===== config.mk =====
export PLATFORM = sky130hd
export DESIGN_NAME = clk_div_prog
export DESIGN_NICKNAME = d
export VERILOG_FILES = /design/src/rtl/clk_div_prog.sv
export SDC_FILE = /design/constraint.sdc
export NUM_CORES = 1
export LEC_CHECK = 0
export BUFFER_PORTS_ARGS = -buffer_cell sky130_fd_sc_hd__buf_2
export CORE_ASPECT_RATIO = 1.25
export CORE_MARGIN = 4
export CORE_UTILIZATION = 40
export CTS_CLUSTER_DIAMETER = 150
export DETAILED_ROUTE_END_ITERATION = 12
export GPL_TIMING_DRIVEN = 0
export PLACE_DENSITY = 0.55
export SLEW_MARGIN = 30
export SYNTH_ARGS = -nofsm -noshare
export SYNTH_HDL_FRONTEND = slang
export SYNTH_SLANG_ARGS = --single-unit
export TNS_END_PERCENT = 1

===== constraint.sdc =====
create_clock -name CLKIN -period 6.1 [get_ports CLKIN]
set_clock_uncertainty 0.15 [all_clocks]
set_input_delay 0.61 -clock CLKIN [delete_from_list [all_inputs] [get_ports CLKIN]]
set_output_delay 0.61 -clock CLKIN [all_outputs]
set_load 0.05 [all_outputs]

===== src/rtl/clk_div_prog.sv =====
// Programmable integer clock divider with glitch-free start/stop and a
// double-buffered divide ratio that only takes effect on period boundaries.
module clk_div_prog #(
  parameter int CNT_W       = 8,
  parameter int DEFAULT_DIV = 10
) (
  input  logic             CLKIN,
  input  logic             CDRST_N,
  input  logic             EN,
  input  logic             LOAD,
  input  logic [CNT_W-1:0] DIV,
  output logic             CLKDV,
  output logic             TICK,
  output logic             BUSY,
  output logic             ACK
);

  typedef enum logic [1:0] {IDLE, RUN, DRAIN} state_t;

  state_t           state;
  logic [CNT_W-1:0] cnt;
  logic [CNT_W-1:0] n_act;
  logic [CNT_W-1:0] n_pend;
  logic             pend;

  logic [CNT_W-1:0] div_c;
  logic [CNT_W-1:0] half;
  logic [CNT_W-1:0] cnt_inc;
  logic             at_end;

  // Ratios below 2 cannot produce both a high and a low phase.
  assign div_c   = (DIV < CNT_W'(2)) ? CNT_W'(2) : DIV;
  assign half    = (n_act >> 1) + CNT_W'(n_act[0]);
  assign cnt_inc = cnt + CNT_W'(1);
  assign at_end  = (cnt == n_act - CNT_W'(1));

  always_ff @(posedge CLKIN or negedge CDRST_N) begin
    if (!CDRST_N) begin
      state  <= IDLE;
      cnt    <= '0;
      n_act  <= CNT_W'(DEFAULT_DIV);
      n_pend <= CNT_W'(DEFAULT_DIV);
      pend   <= 1'b0;
      CLKDV  <= 1'b0;
      TICK   <= 1'b0;
      BUSY   <= 1'b0;
      ACK    <= 1'b0;
    end else begin
      TICK <= 1'b0;
      ACK  <= 1'b0;
      case (state)
        IDLE: begin
          if (pend) begin
            n_act <= n_pend;
            pend  <= 1'b0;
            ACK   <= 1'b1;
          end
          if (EN) begin
            state <= RUN;
            cnt   <= '0;
            CLKDV <= 1'b1;
            TICK  <= 1'b1;
            BUSY  <= 1'b1;
          end
        end
        RUN, DRAIN: begin
          if (at_end) begin
            if (EN) begin
              // New period: the ratio swap happens only here, so a period
              // never mixes two ratios.
              state <= RUN;
              cnt   <= '0;
              CLKDV <= 1'b1;
              TICK  <= 1'b1;
              BUSY  <= 1'b1;
              if (pend) begin
                n_act <= n_pend;
                pend  <= 1'b0;
                ACK   <= 1'b1;
              end
            end else begin
              state <= IDLE;
              cnt   <= '0;
              CLKDV <= 1'b0;
              BUSY  <= 1'b0;
            end
          end else begin
            state <= EN ? RUN : DRAIN;
            cnt   <= cnt_inc;
            CLKDV <= (cnt_inc < half);
          end
        end
        default: begin
          state <= IDLE;
          cnt   <= '0;
          CLKDV <= 1'b0;
          BUSY  <= 1'b0;
        end
      endcase
      // Placed last so a capture on an activation edge re-arms PEND with the new value.
      if (LOAD) begin
        n_pend <= div_c;
        pend   <= 1'b1;
      end
    end
  end

endmodule

==> results of run 1 <==
[state kept, by name, indices dropped and copies added (netlist names)]
signal  cells
n_act       8
TICK        1
state       2
BUSY        1
cnt         8
CLKDV       1
pend        1
ACK         1
n_pend      8
[worst max path at each step]
| stage | cells past startpoint | from | slack [ns] | to |
|---|---|---|---|---|
| 3_3_place_gp | 11 | n_act[1] | 3.13 | CLKDV |
| 2_1_floorplan | 11 | n_act[1] | 3.45 | CLKDV |
| 3_5_place_dp | 11 | n_act[1] | 3.14 | CLKDV |
| 5_1_grt | 11 | n_act[1] | 2.90 | CLKDV |
| 6_report | 11 | n_act[1] | 3.14 | CLKDV |
| 4_1_cts | 11 | n_act[1] | 3.12 | CLKDV |
[metrics by stage]
stage | utilization | area [sq um]
3_5_place_dp | 0.441 | 2380
6_report | 0.456 | 2470
3_3_place_gp | 0.441 | 2380
2_1_floorplan | - | 2230
4_1_cts | 0.456 | 2470
5_1_grt | 0.456 | 2470
[synthesized netlist by cell type, types with 3 or more instances]
library cell,count,area share
mux2_2,6,0.030
nor2b_1,4,0.011
ha_1,13,0.073
nor3_1,7,0.016
buf_6,4,0.020
o21ai_0,10,0.022
nand2b_1,6,0.017
xor2_1,4,0.016
o211ai_1,8,0.027
o21ai_1,8,0.018
dfrtp_1,27,0.30
mux2i_1,3,0.013
buf_2,3,0.0067
o22ai_1,10,0.028
inv_1,17,0.029
clkbuf_1,12,0.020
a21oi_1,14,0.031
nand4_1,10,0.028
nand3_1,7,0.016
nor2_1,8,0.013
nand2_1,30,0.050
dfstp_2,4,0.047
xnor2_1,15,0.059
[critical path, delay by kind of cell (launching register included)]
kind | cells | cell delay, ns
fa+ha+maj | 3 | 0.75
xor+xnor | 1 | 0.18
compound gates | 5 | 0.97
simple gates | 1 | 0.10
mux | 1 | 0.14
flops | 1 | 0.62
[cell families (layout without fill, tap and decap cells)]
family | count (synthesis) | in the layout | share of synthesized area
AOI/OAI and AO/OA | 66 | 66 | 0.192
muxes | 9 | 9 | 0.0437
xor gates and xnor gates | 19 | 19 | 0.0746
adders and majority gates | 13 | 13 | 0.0729
DFF | 31 | 31 | 0.350
buffers and inverters | 37 | 59 | 0.0773
and+or+nand+nor | 83 | 83 | 0.189
[final cells by class]
cell class,instances,area (sq um)
buffer,20,109
tap,64,80.1
clock inverter,2,12.5
fill,559,2940
inverter,17,63.8
timing repair buffer,14,70.1
multi-input combinational,190,1280
sequential,31,781
clock buffer,6,72.6
[power by group through the flow]
stage	Clock, mW	Sequential (mW)	Combinational (mW)
6_report	0.158	0.304	0.688
5_1_grt	0.171	0.311	0.772
4_1_cts	0.164	0.304	0.693
3_5_place_dp	0	0.308	0.690
3_3_place_gp	0	0.307	0.688
2_1_floorplan	0	0.340	0.503
[per-layer routing]
metal / global-route usage / vias up / part of all wire
met1: 0.201 / 867 / 0.47
met5: 0 / - / 0
li1: - / 959 / -
met2: 0.274 / 28 / 0.49
met4: 0.0549 / 0 / 0.014
met3: 0.0321 / 6 / 0.027
==> impl_metrics.sql, run 1 <==
INSERT INTO impl_metrics (metric_group, metric, value, unit) VALUES
('clock_tree', 'cts_setup_buffers', '0', ''),
('yosys', 'synthArstFlopShare', '1.00', ''),
('hold_path', 'timing.hold.worst.class', 'input port to async pin', ''),
('clock_tree', 'h-tree-depth', '2', ''),
('yosys', 'post_synthesis_cell_type_count', '46', ''),
('layout', 'instances_no_fill', '344', ''),
('clock_tree', 'cts.clk_slew.worst_paths', '0.07', 'ns'),
('layout', 'drive_gt1_frac', '0.146', ''),
('pwr', 'power.density', '466', 'mW/mm^2'),
('placed_design', 'preCtsSetupSlack', '3.14', 'ns'),
('floorplanning', 'die_y', '91.5', 'um'),
('global_route', 'total_congestion_overflow', '0', ''),
('yosys', 'syn_nets', '283', ''),
('global_route', 'global_route_wire_length_before_repair', '8610', 'um'),
('sta', 'final-hold-violation-count', '0', ''),
('sta', 'tcrit_tclk_final', '0.486', ''),
('sta', 'worstMarginPinSlew', '0.701', 'ns'),
('sta', 'fmax', '337', 'MHz'),
('pwr', 'intPower', '0.610', 'mW'),
('clock_tree', 'cts-root-buf', 'clkbuf_8', ''),
('floorplanning', 'start_util', '0.413', ''),
('pwr', 'vdd.ir_drop.worst', '0.294', 'mV'),
('yosys', 'synthesized_instance_count', '258', ''),
('pwr', 'design_power_total', '1.15', 'mW'),
('critical_path', 'rr_startpoint', 'n_act[1]', ''),
('clock_tree', 'post_cts_resize_count', '0', ''),
('drt', 'postRouteAntennaNets', '0', ''),
('sta', 'maxSlewViolCount', '0', ''),
('layout', 'num-nets-final', '304', ''),
('sta', 'final_critical_path_setup_slack', '3.14', 'ns'),
('clock_tree', 'numCtsBuffers', '5', ''),
('yosys', 'synth.ff_latch_count', '31', ''),
('pwr', 'power_leakage', '1.09', 'nW'),
('yosys', 'postSynthAreaPerCell', '8.65', 'sq um'),
('critical_path', 'critical-path-max-stage-delay', '0.62', 'ns'),
('placed_design', 'place.gp.congestion', '0.792', ''),
('clock_tree', 'cts.hold.buffers_added', '0', ''),
('clock_tree', 'tritoncts', 'built', ''),
('drt', 'avgRoutedWirePerCell', '15.0', 'um'),
('critical_path', 'timing_worst_setup_path_type', 'flop to flop', ''),
('critical_path', 'critPathLaunchType', 'flop', ''),
('drt', 'num_vias', '1860', ''),
('drt', 'firstDrtPassIters', '4', ''),
('sta', 'worst_slew_margin_rel', '0.533', ''),
('global_route', 'grt_antenna_before_repair', '0', ''),
('pwr', 'switching_share', '0.469', ''),
('placed_design', 'port_buffers', '14', ''),
('critical_path', 'critical_path_peak_fanout', '8', ''),
('floorplanning', 'io-pin-count', '16', ''),
('global_route', 'global_route.usage.total', '0.162', ''),
('layout', 'commonest_cells_after_routing_fill_and_taps_aside', '30 x nand2_1, 27 x dfrtp_1, 17 x inv_1, 17 x buf_2, 15 x xnor2_1', ''),
('floorplanning', 'fp.coreArea', '0.00541', 'sq mm'),
('critical_path', 'reg2reg_setup_slack', '3.14', 'ns'),
('floorplanning', 'die_width', '74.8', 'um'),
('pwr', 'share_seq_of_total_power', '0.265', ''),
('layout', 'areaGrowthSynthToFinish', '10.5', '%'),
('drt', 'drc', '0', ''),
('drt', 'via_per_inst', '5.41', ''),
('outcome', 'result_of_the_run', 'finished, final reports clean', ''),
('critical_path', 'crit_arrival', '3.04', 'ns'),
('global_route', 'grt_max_degree', '32', ''),
('critical_path', 'critical_path.endpoint_type', 'flop', ''),
('clock_tree', 'clock_latency', '0.28', 'ns'),
('yosys', 'synth_flop_cell', 'dfrtp_1', ''),
('sta', 'setup_total_negative_slack', '0', 'ns'),
('critical_path', 'cp_data_required_time', '6.17', 'ns'),
('pwr', 'power.share.combinational', '0.598', ''),
('layout', 'antennaDiodeCount', '0', ''),
('job', 'max_cap_violations', '0', ''),
('yosys', 'mappedNetlistArea', '0.00223', 'sq mm'),
('sta', 'finalSetupViolations', '0', '');
No activity file was read; power rests on OpenSTA's default activity.
==> run 2: changes to the inputs <==
Clock period 6.1 ns to 2.9 ns, I/O delays scaled along.
==> impl_metrics.sql, run 2 (synthesis gave the netlist of run 1 again) <==
INSERT INTO impl_metrics (metric_group, metric, value, unit) VALUES
('floorplanning', 'rows', '30', ''),
('global_route', 'total_congestion_overflow', '0', ''),
('layout', 'layout_commonest_cell', 'nand2_1', ''),
('pwr', 'switching_share', '0.467', ''),
('layout', 'drive_gt1_frac', '0.177', ''),
('sta', 'finalSetupViolations', '0', ''),
('layout', 'fin_area', '0.00253', 'sq mm'),
('placed_design', 'preCtsSetupSlack', '-0.0649', 'ns'),
('critical_path', 'timing_worst_setup_path_type', 'flop to flop', ''),
('floorplanning', 'io-pin-count', '16', ''),
('clock_tree', 'cts-root-to-sink-buffers', '2', ''),
('pwr', 'power_leakage', '1.12', 'nW'),
('critical_path', 'rr_startpoint', 'n_act[1]', ''),
('job', 'max_cap_violations', '0', ''),
('clock_tree', 'h-tree-depth', '2', ''),
('critical_path', 'critPathLaunchType', 'flop', ''),
('critical_path', 'critical_path.endpoint_type', 'flop', ''),
('clock_tree', 'numCtsBuffers', '5', ''),
('floorplanning', 'die_area', '0.00685', 'sq mm'),
('floorplanning', 'fp.coreArea', '0.00541', 'sq mm'),
('placed_design', 'postPlaceCellArea', '0.00238', 'sq mm'),
('drt', 'num_vias', '1873', ''),
('drt', 'firstDrtPassIters', '4', ''),
('sta', 'final_critical_path_setup_slack', '0.125', 'ns'),
('placed_design', 'port_buffers', '14', ''),
('placed_design', 'hpwl', '3940', 'um'),
('sta', 'worst_slew_margin_rel', '0.529', ''),
('sta', 'final-hold-violation-count', '0', ''),
('critical_path', 'reg2reg_setup_slack', '0.12', 'ns'),
('clock_tree', 'clock_latency', '0.28', 'ns'),
('pwr', 'p_clk_frac', '0.134', ''),
('pwr', 'vdd.ir_drop.worst', '0.618', 'mV'),
('floorplanning', 'die_width', '74.8', 'um'),
('hold_path', 'timing.hold.worst.class', 'input port to flop', ''),
('critical_path', 'crit_arrival', '2.85', 'ns'),
('placed_design', 'place.gp.congestion', '0.792', ''),
('outcome', 'result_of_the_run', 'finished, final reports clean', ''),
('global_route', 'global_route.usage.total', '0.163', ''),
('sta', 'worstMarginPinSlew', '0.706', 'ns'),
('critical_path', 'timing.reg2reg.worst_path_depth', '11', ''),
('drt', 'drc', '0', ''),
('layout', 'areaGrowthSynthToFinish', '13.5', '%'),
('clock_tree', 'cts_sinks', '31', ''),
('critical_path', 'critical_path_peak_fanout', '4', ''),
('layout', 'commonest_cells_after_routing_fill_and_taps_aside', '30 x nand2_1, 27 x dfrtp_1, 17 x inv_1', ''),
('layout', 'final_core_util', '0.469', ''),
('sta', 'tcrit_tclk_final', '0.957', ''),
('drt', 'wirelength', '5200', 'um'),
('hold_path', 'hold_depth', '3', ''),
('sta', 'final_period_minus_worst_setup_slack', '2.78', 'ns'),
('pwr', 'power.density', '979', 'mW/mm^2'),
('floorplanning', 'die_y', '91.5', 'um'),
('global_route', 'grt_max_degree', '32', ''),
('global_route', 'grt_antenna_before_repair', '0', ''),
('layout', 'antennaDiodeCount', '0', ''),
('pwr', 'power.share.combinational', '0.608', ''),
('sta', 'fmax', '360', 'MHz'),
('hold_path', 'hold_path.startpoint', 'DIV[0]', ''),
('drt', 'via_per_inst', '5.40', ''),
('global_route', 'global_route_wire_length_before_repair', '8640', 'um'),
('clock_tree', 'tritoncts', 'built', ''),
('pwr', 'share_seq_of_total_power', '0.258', ''),
('pwr', 'switchingPower', '1.16', 'mW'),
('global_route', 'vias_in_the_first_global_route', '1844', ''),
('pwr', 'design_power_total', '2.48', 'mW'),
('drt', 'drt_first_iter_violations', '85', ''),
('floorplanning', 'start_util', '0.413', ''),
('hold_path', 'min_delay_worst_endpoint', 'n_pend[0]', ''),
('critical_path', 'rr_endpoint', 'CLKDV', ''),
('layout', 'reg_top3', 'cnt: 8 flops, n_act: 8 flops, n_pend: 8 flops', ''),
('drt', 'avgRoutedWirePerCell', '15.0', 'um'),
('layout', 'nFillCells', '556', ''),
('critical_path', 'cp_data_required_time', '2.97', 'ns'),
('layout', 'num-nets-final', '307', ''),
('drt', 'postRouteAntennaNets', '0', ''),
('sta', 'maxSlewViolCount', '0', ''),
('clock_tree', 'cts-root-buf', 'clkbuf_8', ''),
('sta', 'unrepaired_setup_endpoints_after_global_routing', 'yes', ''),
('clock_tree', 'cts.clk_slew.worst_paths', '0.07', 'ns'),
('pwr', 'intPower', '1.32', 'mW');
==> run 2: cell types whose count changed in the layout (fill, tap and decap cells not counted), sizes merged <==
cell and change:
buf +1, clkbuf +1, dlygate4sd3 +1
==> run 2: metrics by stage <==
stage	TNS [ns]	hold WS, ns	std cells
final	0	0.0835	347
after global routing	-0.0264	0.0867	347
after CTS	0	0.0729	347
after detailed placement	-0.0649	0.237	336
after global placement	-0.0726	0.233	336
after floorplan	0	-0.156	258
==> run 2: cell type report <==
| class | instances | area [sq um] | area share |
|---|---|---|---|
| Buffer | 20 | 113 | 0.0445 |
| Clock buffer | 6 | 72.6 | 0.0287 |
| Clock inverter | 2 | 12.5 | 0.00494 |
| Inverter | 17 | 63.8 | 0.0252 |
| Multi-Input combinational cell | 190 | 1320 | 0.519 |
| Sequential cell | 31 | 781 | 0.308 |
| Tap cell | 64 | 80.1 | 0.0316 |
| Timing Repair Buffer | 17 | 95.1 | 0.0375 |
==> run 2: power groups by stage <==
| stage | clock network (mW) | registers, mW | logic [mW] |
|---|---|---|---|
| detailed placement | 0 | 0.647 | 1.45 |
| finish | 0.333 | 0.640 | 1.51 |
| global placement | 0 | 0.647 | 1.45 |
| CTS | 0.345 | 0.636 | 1.47 |
| global route | 0.359 | 0.654 | 1.68 |
| floorplan | 0 | 0.716 | 1.06 |
==> run 2: routing by layer <==
layer / vias up / routed length, um / GRT usage / part of all wire
li1: 967 / - / - / -
met1: 876 / 2430 / 0.201 / 0.47
met2: 24 / 2580 / 0.275 / 0.50
met3: 6 / 128 / 0.0321 / 0.025
met4: 0 / 69 / 0.0549 / 0.013
met5: - / 0 / 0 / 0
==> run 2: repair_timing <==
item	CTS	global route
setup buffers	2	0
endpoints found under the hold margin	27	0
hold buffers	1	0
setup endpoints to repair	1	20
pin swaps	0	1
resized for setup	1	10
==> run 2: worst max path at each step <==
| stage | startpoint | to | cells past startpoint |
|---|---|---|---|
| final | n_act[1] | CLKDV | 11 |
| after global routing | n_act[4] | CLKDV | 11 |
| after CTS | n_act[0] | state[1] | 8 |
| after detailed placement | n_act[1] | CLKDV | 11 |
| after global placement | n_act[1] | CLKDV | 11 |
| after floorplan | n_act[1] | CLKDV | 11 |
==> run 2: worst max-delay path: stages (launching register included) <==
cell and delay, ns:
dfstp_2 0.58, ha_4 0.16, ha_2 0.20, nand3_1 0.11
xnor2_2 0.17, ha_1 0.29, a21o_1 0.19, a211oi_2 0.20
o21ai_1 0.10, a211o_1 0.26, mux2i_1 0.14, a22o_1 0.16
